$ cat config.mk
export PLATFORM = sky130hd
export DESIGN_NAME = regfile_write_arbiter
export DESIGN_NICKNAME = d
export VERILOG_FILES = /design/src/rtl/regfile_write_arbiter.sv
export SDC_FILE = /design/constraint.sdc
export NUM_CORES = 1
export LEC_CHECK = 0
export ABC_AREA = 1
export BUFFER_PORTS_ARGS = -buffer_cell sky130_fd_sc_hd__buf_2
export CORE_MARGIN = 2
export CORE_UTILIZATION = 40
export DETAILED_ROUTE_END_ITERATION = 8
export PLACE_DENSITY_LB_ADDON = 0.12
export SYNTH_ARGS = -nofsm -noshare
export SYNTH_HDL_FRONTEND = slang
export SYNTH_SLANG_ARGS = --single-unit
$ cat constraint.sdc
create_clock -name C -period 5 [get_ports C]
set_input_delay 1 -clock C [delete_from_list [all_inputs] [get_ports C]]
set_output_delay 1 -clock C [all_outputs]
set_load 0.1 [all_outputs]
$ cat src/rtl/regfile_write_arbiter.sv
// Round-robin arbiter sharing the register file write port among four requesters, with bounded locked bursts.
// Define REGFILE_R0_ZERO_EN to consume transfers aimed at register 0 without ever writing it.
module regfile_write_arbiter #(
    parameter int WIDTH     = 16,
    parameter int ADDR      = 4,
    parameter int MAX_BURST = 8
) (
    input  logic             C,
    input  logic             RST,
    input  logic [3:0]       REQ,
    input  logic [3:0]       LOCK,
    input  logic [WIDTH-1:0] DATA0,
    input  logic [WIDTH-1:0] DATA1,
    input  logic [WIDTH-1:0] DATA2,
    input  logic [WIDTH-1:0] DATA3,
    input  logic [ADDR-1:0]  DEST0,
    input  logic [ADDR-1:0]  DEST1,
    input  logic [ADDR-1:0]  DEST2,
    input  logic [ADDR-1:0]  DEST3,
    output logic [3:0]       GNT,
    output logic [WIDTH-1:0] D,
    output logic [ADDR-1:0]  DEST_SEL,
    output logic             LOAD_EN,
    output logic             BUSY
);

    typedef enum logic [1:0] {IDLE, GRANT, LOCKED} state_t;

    state_t           state;
    state_t           next_state;
    logic [1:0]       ptr;
    logic [1:0]       next_ptr;
    logic [1:0]       owner;
    logic [1:0]       arb_ptr;
    logic [1:0]       winner;
    logic             has_winner;
    logic             hold;
    logic [3:0]       burst_cnt;
    logic [3:0]       next_cnt;
    logic [3:0]       next_gnt;
    logic             transfer;
    logic             write_en;
    logic [WIDTH-1:0] wr_data;
    logic [ADDR-1:0]  wr_dest;
    logic [WIDTH-1:0] data_arr [4];
    logic [ADDR-1:0]  dest_arr [4];

    assign data_arr[0] = DATA0;
    assign data_arr[1] = DATA1;
    assign data_arr[2] = DATA2;
    assign data_arr[3] = DATA3;
    assign dest_arr[0] = DEST0;
    assign dest_arr[1] = DEST1;
    assign dest_arr[2] = DEST2;
    assign dest_arr[3] = DEST3;

    // GNT is one-hot whenever a grant is live, so the owner is a plain encode of it.
    assign owner    = {GNT[3] | GNT[2], GNT[3] | GNT[1]};
    assign transfer = |(REQ & GNT);
    assign arb_ptr  = (state == IDLE) ? ptr : owner + 2'd1;

    // Scan from the highest offset down so the requester closest to arb_ptr wins.
    always_comb begin
        has_winner = 1'b0;
        winner     = arb_ptr;
        for (int k = 3; k >= 0; k--) begin
            if (REQ[arb_ptr + 2'(k)]) begin
                has_winner = 1'b1;
                winner     = arb_ptr + 2'(k);
            end
        end
    end

    always_ff @(posedge C or posedge RST) begin
        if (RST) begin
            state     <= IDLE;
            GNT       <= 4'b0000;
            ptr       <= 2'd0;
            burst_cnt <= 4'd0;
            BUSY      <= 1'b0;
        end else begin
            state     <= next_state;
            GNT       <= next_gnt;
            ptr       <= next_ptr;
            burst_cnt <= next_cnt;
            BUSY      <= (next_state == LOCKED);
        end
    end

    // A burst continues only while the owner keeps REQ and LOCK and has words left under the limit.
    always_comb begin
        next_state = state;
        next_gnt   = GNT;
        next_ptr   = ptr;
        next_cnt   = burst_cnt;
        hold       = (state == LOCKED) && REQ[owner] && LOCK[owner]
                     && ((burst_cnt + 4'd1) != 4'(MAX_BURST));
        if (hold) begin
            next_cnt = burst_cnt + 4'd1;
        end else begin
            next_cnt = 4'd0;
            if (state != IDLE) begin
                next_ptr = owner + 2'd1;
            end
            if (has_winner) begin
                next_gnt   = 4'b0001 << winner;
                next_state = LOCK[winner] ? LOCKED : GRANT;
            end else begin
                next_gnt   = 4'b0000;
                next_state = IDLE;
            end
        end
    end

    always_comb begin
        wr_data = data_arr[owner];
        wr_dest = dest_arr[owner];
`ifdef REGFILE_R0_ZERO_EN
        write_en = transfer && (dest_arr[owner] != '0);
`else
        write_en = transfer;
`endif
    end

    always_ff @(posedge C or posedge RST) begin
        if (RST) begin
            D        <= '0;
            DEST_SEL <= '0;
            LOAD_EN  <= 1'b0;
        end else begin
            LOAD_EN <= write_en;
            if (write_en) begin
                D        <= wr_data;
                DEST_SEL <= wr_dest;
            end
        end
    end

endmodule

Word-level counts from Yosys, hierarchy flattened --
Cells that the tools add are included.
Storage, ports and cells: flip-flop bits (word level) 34, input port bits 90, output and inout bits 26, word-level logic and storage cells 70
Operators by class: add/subtract/negate cells 5, $lt $le $gt $ge 7, eq/ne operators 3, shift-type cells 1, muxes and demuxes 34, bitwise gates (word level) 5, reduce and logical (&&, ||, !) cells 7
Operators by type and width (number):
- $bmux 16 s2 | 1
- $mux 16 | 2
- $lt 2x3->1 const B | 6
- $mux 2 | 8
- $mux 4 | 4
- $bmux 1 s2 | 7
- $mux 1 | 11
- $bmux 4 s2 | 1
- $add 2x1->2 const B | 2
- $add 2x2->2 const B | 2
- $add 4x1->4 const B | 1
- $and 4x4->4 | 1
- $eq 2x2->1 const B | 2
- $ne 4x4->1 const B | 1
- $reduce_or 4->1 | 1
- $shl 1x2->4 const A | 1
- $ge 3x3->1 const B | 1
- $logic_and 1x1->1 | 3
- $not 2->3 | 1
- $logic_not 2->1 | 1
- $or 1x1->1 | 2
- $reduce_and 2->1 | 1
- $reduce_bool 2->1 | 1
- $not 1->1 | 1

Logic depth before layout (Yosys ltp) --
depth in word-level cells 16, depth in mapped cells 19, mapped depth without buffers 19

Worst setup path before layout --
No wires, ideal clock.
path type flip-flop to flip-flop, start register GNT[1], end register BUSY, data arrival time 2.284 ns, data required time 4.870 ns, setup slack 2.585 ns, stages on the path, launching flop included 20, path buffers 0, clock period less this slack 2.415 ns, path through dfrtp_1 -> inv_2 -> nand2_4 -> nand2_1 -> nand3_2 -> nand2_1 -> nand2_1 -> nand2_1 -> clkinv_1 -> nand3_1 -> nand2_2 -> nand2_1 -> nand2_2 -> nand2_4 -> nand2_1 -> nand2_1 -> nand2_1 -> nand2_1 -> nand2_1 -> nand2_1
Between the ends: word-level cells in the longest chain between the ends 16, elaborated cells on any way between the ends 35
Ends and longest elaborated chain:
- start, declared | RTL line 20 | output logic [3:0] GNT,
- start signal, assigned | RTL line 83 | GNT <= next_gnt;
- $or 1x1->1 (*) | RTL line 58 | assign owner = {GNT[3] | GNT[2], GNT[3] | GNT[1]};
- $add 2x1->2 | RTL line 60 | assign arb_ptr = (state == IDLE) ? ptr : owner + 2'd1;
- $mux 2 | RTL line 60
- $add 2x2->2 | RTL line 67, 69
- $bmux 1 s2 | RTL line 67 | if (REQ[arb_ptr + 2'(k)]) begin
- $mux 1 (not written as such) | RTL line 67
- $mux 2 (4 in a row) | RTL line 67
- $bmux 1 s2 | RTL line 107 | next_state = LOCK[winner] ? LOCKED : GRANT;
- $mux 1 (not written as such) | RTL line 107
- $mux 2 | RTL line 107
- $mux 2 | RTL line 105 | if (has_winner) begin
- $mux 2 (*) | RTL line 98 | if (hold) begin
- $eq 2x2->1 (*) | RTL line 86 | BUSY <= (next_state == LOCKED);
- end signal, assigned | RTL line 86
- end, declared | RTL line 24 | output logic BUSY
Every way passes the cells marked *; elsewhere a longest branch is shown, timed or not. The select of a mux whose other input is x is not followed. A chain may end at the register's enable or synchronous reset.

Final worst setup path --
Same ends and word-level chain as after synthesis.

==> reports/metrics.yaml <==
run_status:
  status: "finished clean"
critical_path:
  cp.required_ps: 5150
  reg2reg_to: "BUSY"
  crit_type: "reg -> reg"
  r2r_slack_ps: 1930
  arrival_ps: 3220
  crit_path_max_incr_delay_ps: 880
  cp_max_fo: 46
  worstSetupEndpointType: "register"
  cp_cell_sequence: "nor2_4, nand2_1, nand3_2, nand2_1, nand2_1, nand2_1, clkinv_1, nand3_1, nand2_2, nand2_1, nand2_2, nand2_4, nand2_1, nand2_1, nand2_1, nand2_1, nand2_1, nand2_1"
  worst-path-buf-inv: 1
  rr_startpoint: "GNT[1]"
  crit_family: "simple AND/OR/NAND/NOR gates"
  reg2reg_depth: 18
  crit_slowest_cell: "nor2_4"
  start_kind: "register"
  cp_common_cell: "nand2_1"
placement:
  place_inst: 513
  dp_hpwl_mm: 4.88
  globalplace.congestion: 0.892
  placed_area_um2: 2880
  port_buffers: 115
die:
  fp.dieW_um: 79.2
  die_h_um: 79.2
  initial_utilization: 0.413
  pin_count: 116
  core_area_um2: 5470
  rows: 27
  die-area_um2: 6270
yosys:
  yosys_warnings: 0
  netlist_instances: 341
  synth_cell_types: 23
  synthesis.nets: 432
  ys_ff_latch: 34
  ys_seq_area_frac: 0.376
  synth_area_um2: 2260
  yosys.area.top_type: "dfrtp_1"
  syn_area_per_cell_um2: 6.63
  yosys.area.top_type_share: 0.376
  synth.area.top_cells: "dfrtp_1 38%, nor2_1 18%, o21ai_0 9.5%, nand2_1 7.8%, a31oi_1 5.8%"
cts:
  cts_buffer_depth: 2
  cts_resized: 0
  cts_buffers: 5
  clk-insertion-delay-late_ps: 270
  cts_tree: "done"
  clock_sinks: 34
  htree_levels: 2
  clkTransAtPathRegs_ps: 70
  post_cts_buffers: 0
  root_buffer: "clkbuf_8"
  cts_hold_buf: 0
route:
  dr.pass1.iters: 4
  vias_per_cell: 4.91
  post_drt_wl_per_cell_um: 12.5
  drt_iter0_markers: 115
  m1WireLength_mm: 2.92
  totalWireLength_mm: 6.54
  top_layer_used: "met3"
  vias: 2560
  route.detailed.drc: 0
  dr_wl_met3_um: 512
  route.met2.wl_mm: 3.11
  ant_nets: 0
timing:
  tightest_slew_ps: 1030
  fin_crit_ps: 3070
  whs_ps: 473
  tns_ps: 0
  setup_viol: 0
  hold_viol_final: 0
  rsz0062_at_grt: "no"
  report.final.slew_viol_count: 0
  max_freq_mhz: 326
  clock_skew_ps: 1.96
  slew_headroom: 0.311
  min_period_over_period: 0.613
global_route:
  grt-ovfl-total: 0
  grt_pass1_wl_mm: 10.8
  antenna_found_initial: 0
  grt_usage: 0.215
  grt_max_degree: 47
  grt_pass1_vias: 2354
final_layout:
  final_common_cell: "buf_2"
  diodes: 0
  drive_gt1_frac: 0.323
  area_delta_synth_final_pct: 31.5
  fin_cells: 521
  finalInstanceArea_um2: 2970
  finalNetCount: 539
  final_cell_mix: "115 x buf_2, 107 x nor2_1, 47 x nand2_1"
hold_path:
  hold_path_class: "reg -> reg"
  hold_depth: 1
  min_from: "burst_cnt[0]"
  whs_endpoint: "burst_cnt[0]"
flow_run:
  drv_cap: 0
-- cell type report --
| type | count | area [um2] |
|---|---|---|
| clock buffers | 7 | 86.3 |
| clock inverters | 1 | 5.00 |
| fillers | 573 | 2500 |
| inverters | 20 | 75.1 |
| multi-input cells | 270 | 1270 |
| flip-flops and latches | 34 | 851 |
| well taps | 72 | 90.1 |
| repair buffers | 117 | 591 |
-- metal layers --
| metal | global-route usage | up-vias |
|---|---|---|
| li1 | - | 1333 |
| met3 | 0.0489 | 0 |
| met2 | 0.335 | 96 |
| met4 | 0.0448 | 0 |
| met5 | 0 | - |
| met1 | 0.307 | 1131 |
-- synthesized netlist by cell type, drive strengths merged --
master	number
clkinv	1
nand4	1
nand3	25
nand2	57
a31oi	21
dfrtp	34
a21oi	1
clkbuf	17
nor2	110
ha	1
o21ai	45
inv	19
o22ai	5
a32o	1
xnor2	2
o21a	1
-- worst max path at each step --
stage          startpoint  endpoint  slack, ps  depth (start not counted)
2_1_floorplan      GNT[1]      BUSY       2590                         19
5_1_grt            GNT[1]      BUSY       1490                         18
3_3_place_gp       GNT[1]      BUSY       2040                         18
4_1_cts            GNT[1]      BUSY       1930                         18
3_5_place_dp       GNT[1]      BUSY       1930                         18
6_report           GNT[1]      BUSY       1930                         18
-- registers in the layout (all words and copies together) (netlist names) --
name and count:
BUSY 1, state 2, LOAD_EN 1, ptr 2, GNT 4, DEST_SEL 4
D 16, burst_cnt 4
-- worst register-to-register path: cells and delay by family (launching register included) --
kind | cells | cell delay, ps
and+or+nand+nor | 17 | 2190
buffers and inverters | 1 | 40
DFF | 1 | 700
-- metrics by stage --
| step | util | setup WS (ps) |
|---|---|---|
| detailed placement | 0.527 | 1930 |
| global placement | 0.527 | 2040 |
| finish | 0.543 | 1930 |
| CTS | 0.543 | 1930 |
| floorplan | - | 2590 |
| global route | 0.543 | 1490 |
-- logic make-up (layout without fill, tap and decap cells) --
group | count (synthesis) | count (layout) | synth area share
flip-flops | 34 | 34 | 0.376
AND/OR/NAND/NOR | 193 | 193 | 0.367
adder cells (fa/ha/maj) | 1 | 1 | 0.00553
XOR/XNOR | 2 | 2 | 0.00775
AO/OA/AOI/OAI | 74 | 74 | 0.182
buffers and inverters | 37 | 145 | 0.0614
Power is not shown: default switching activity piles up to over one toggle a cycle in this logic, so the estimate is an artifact.
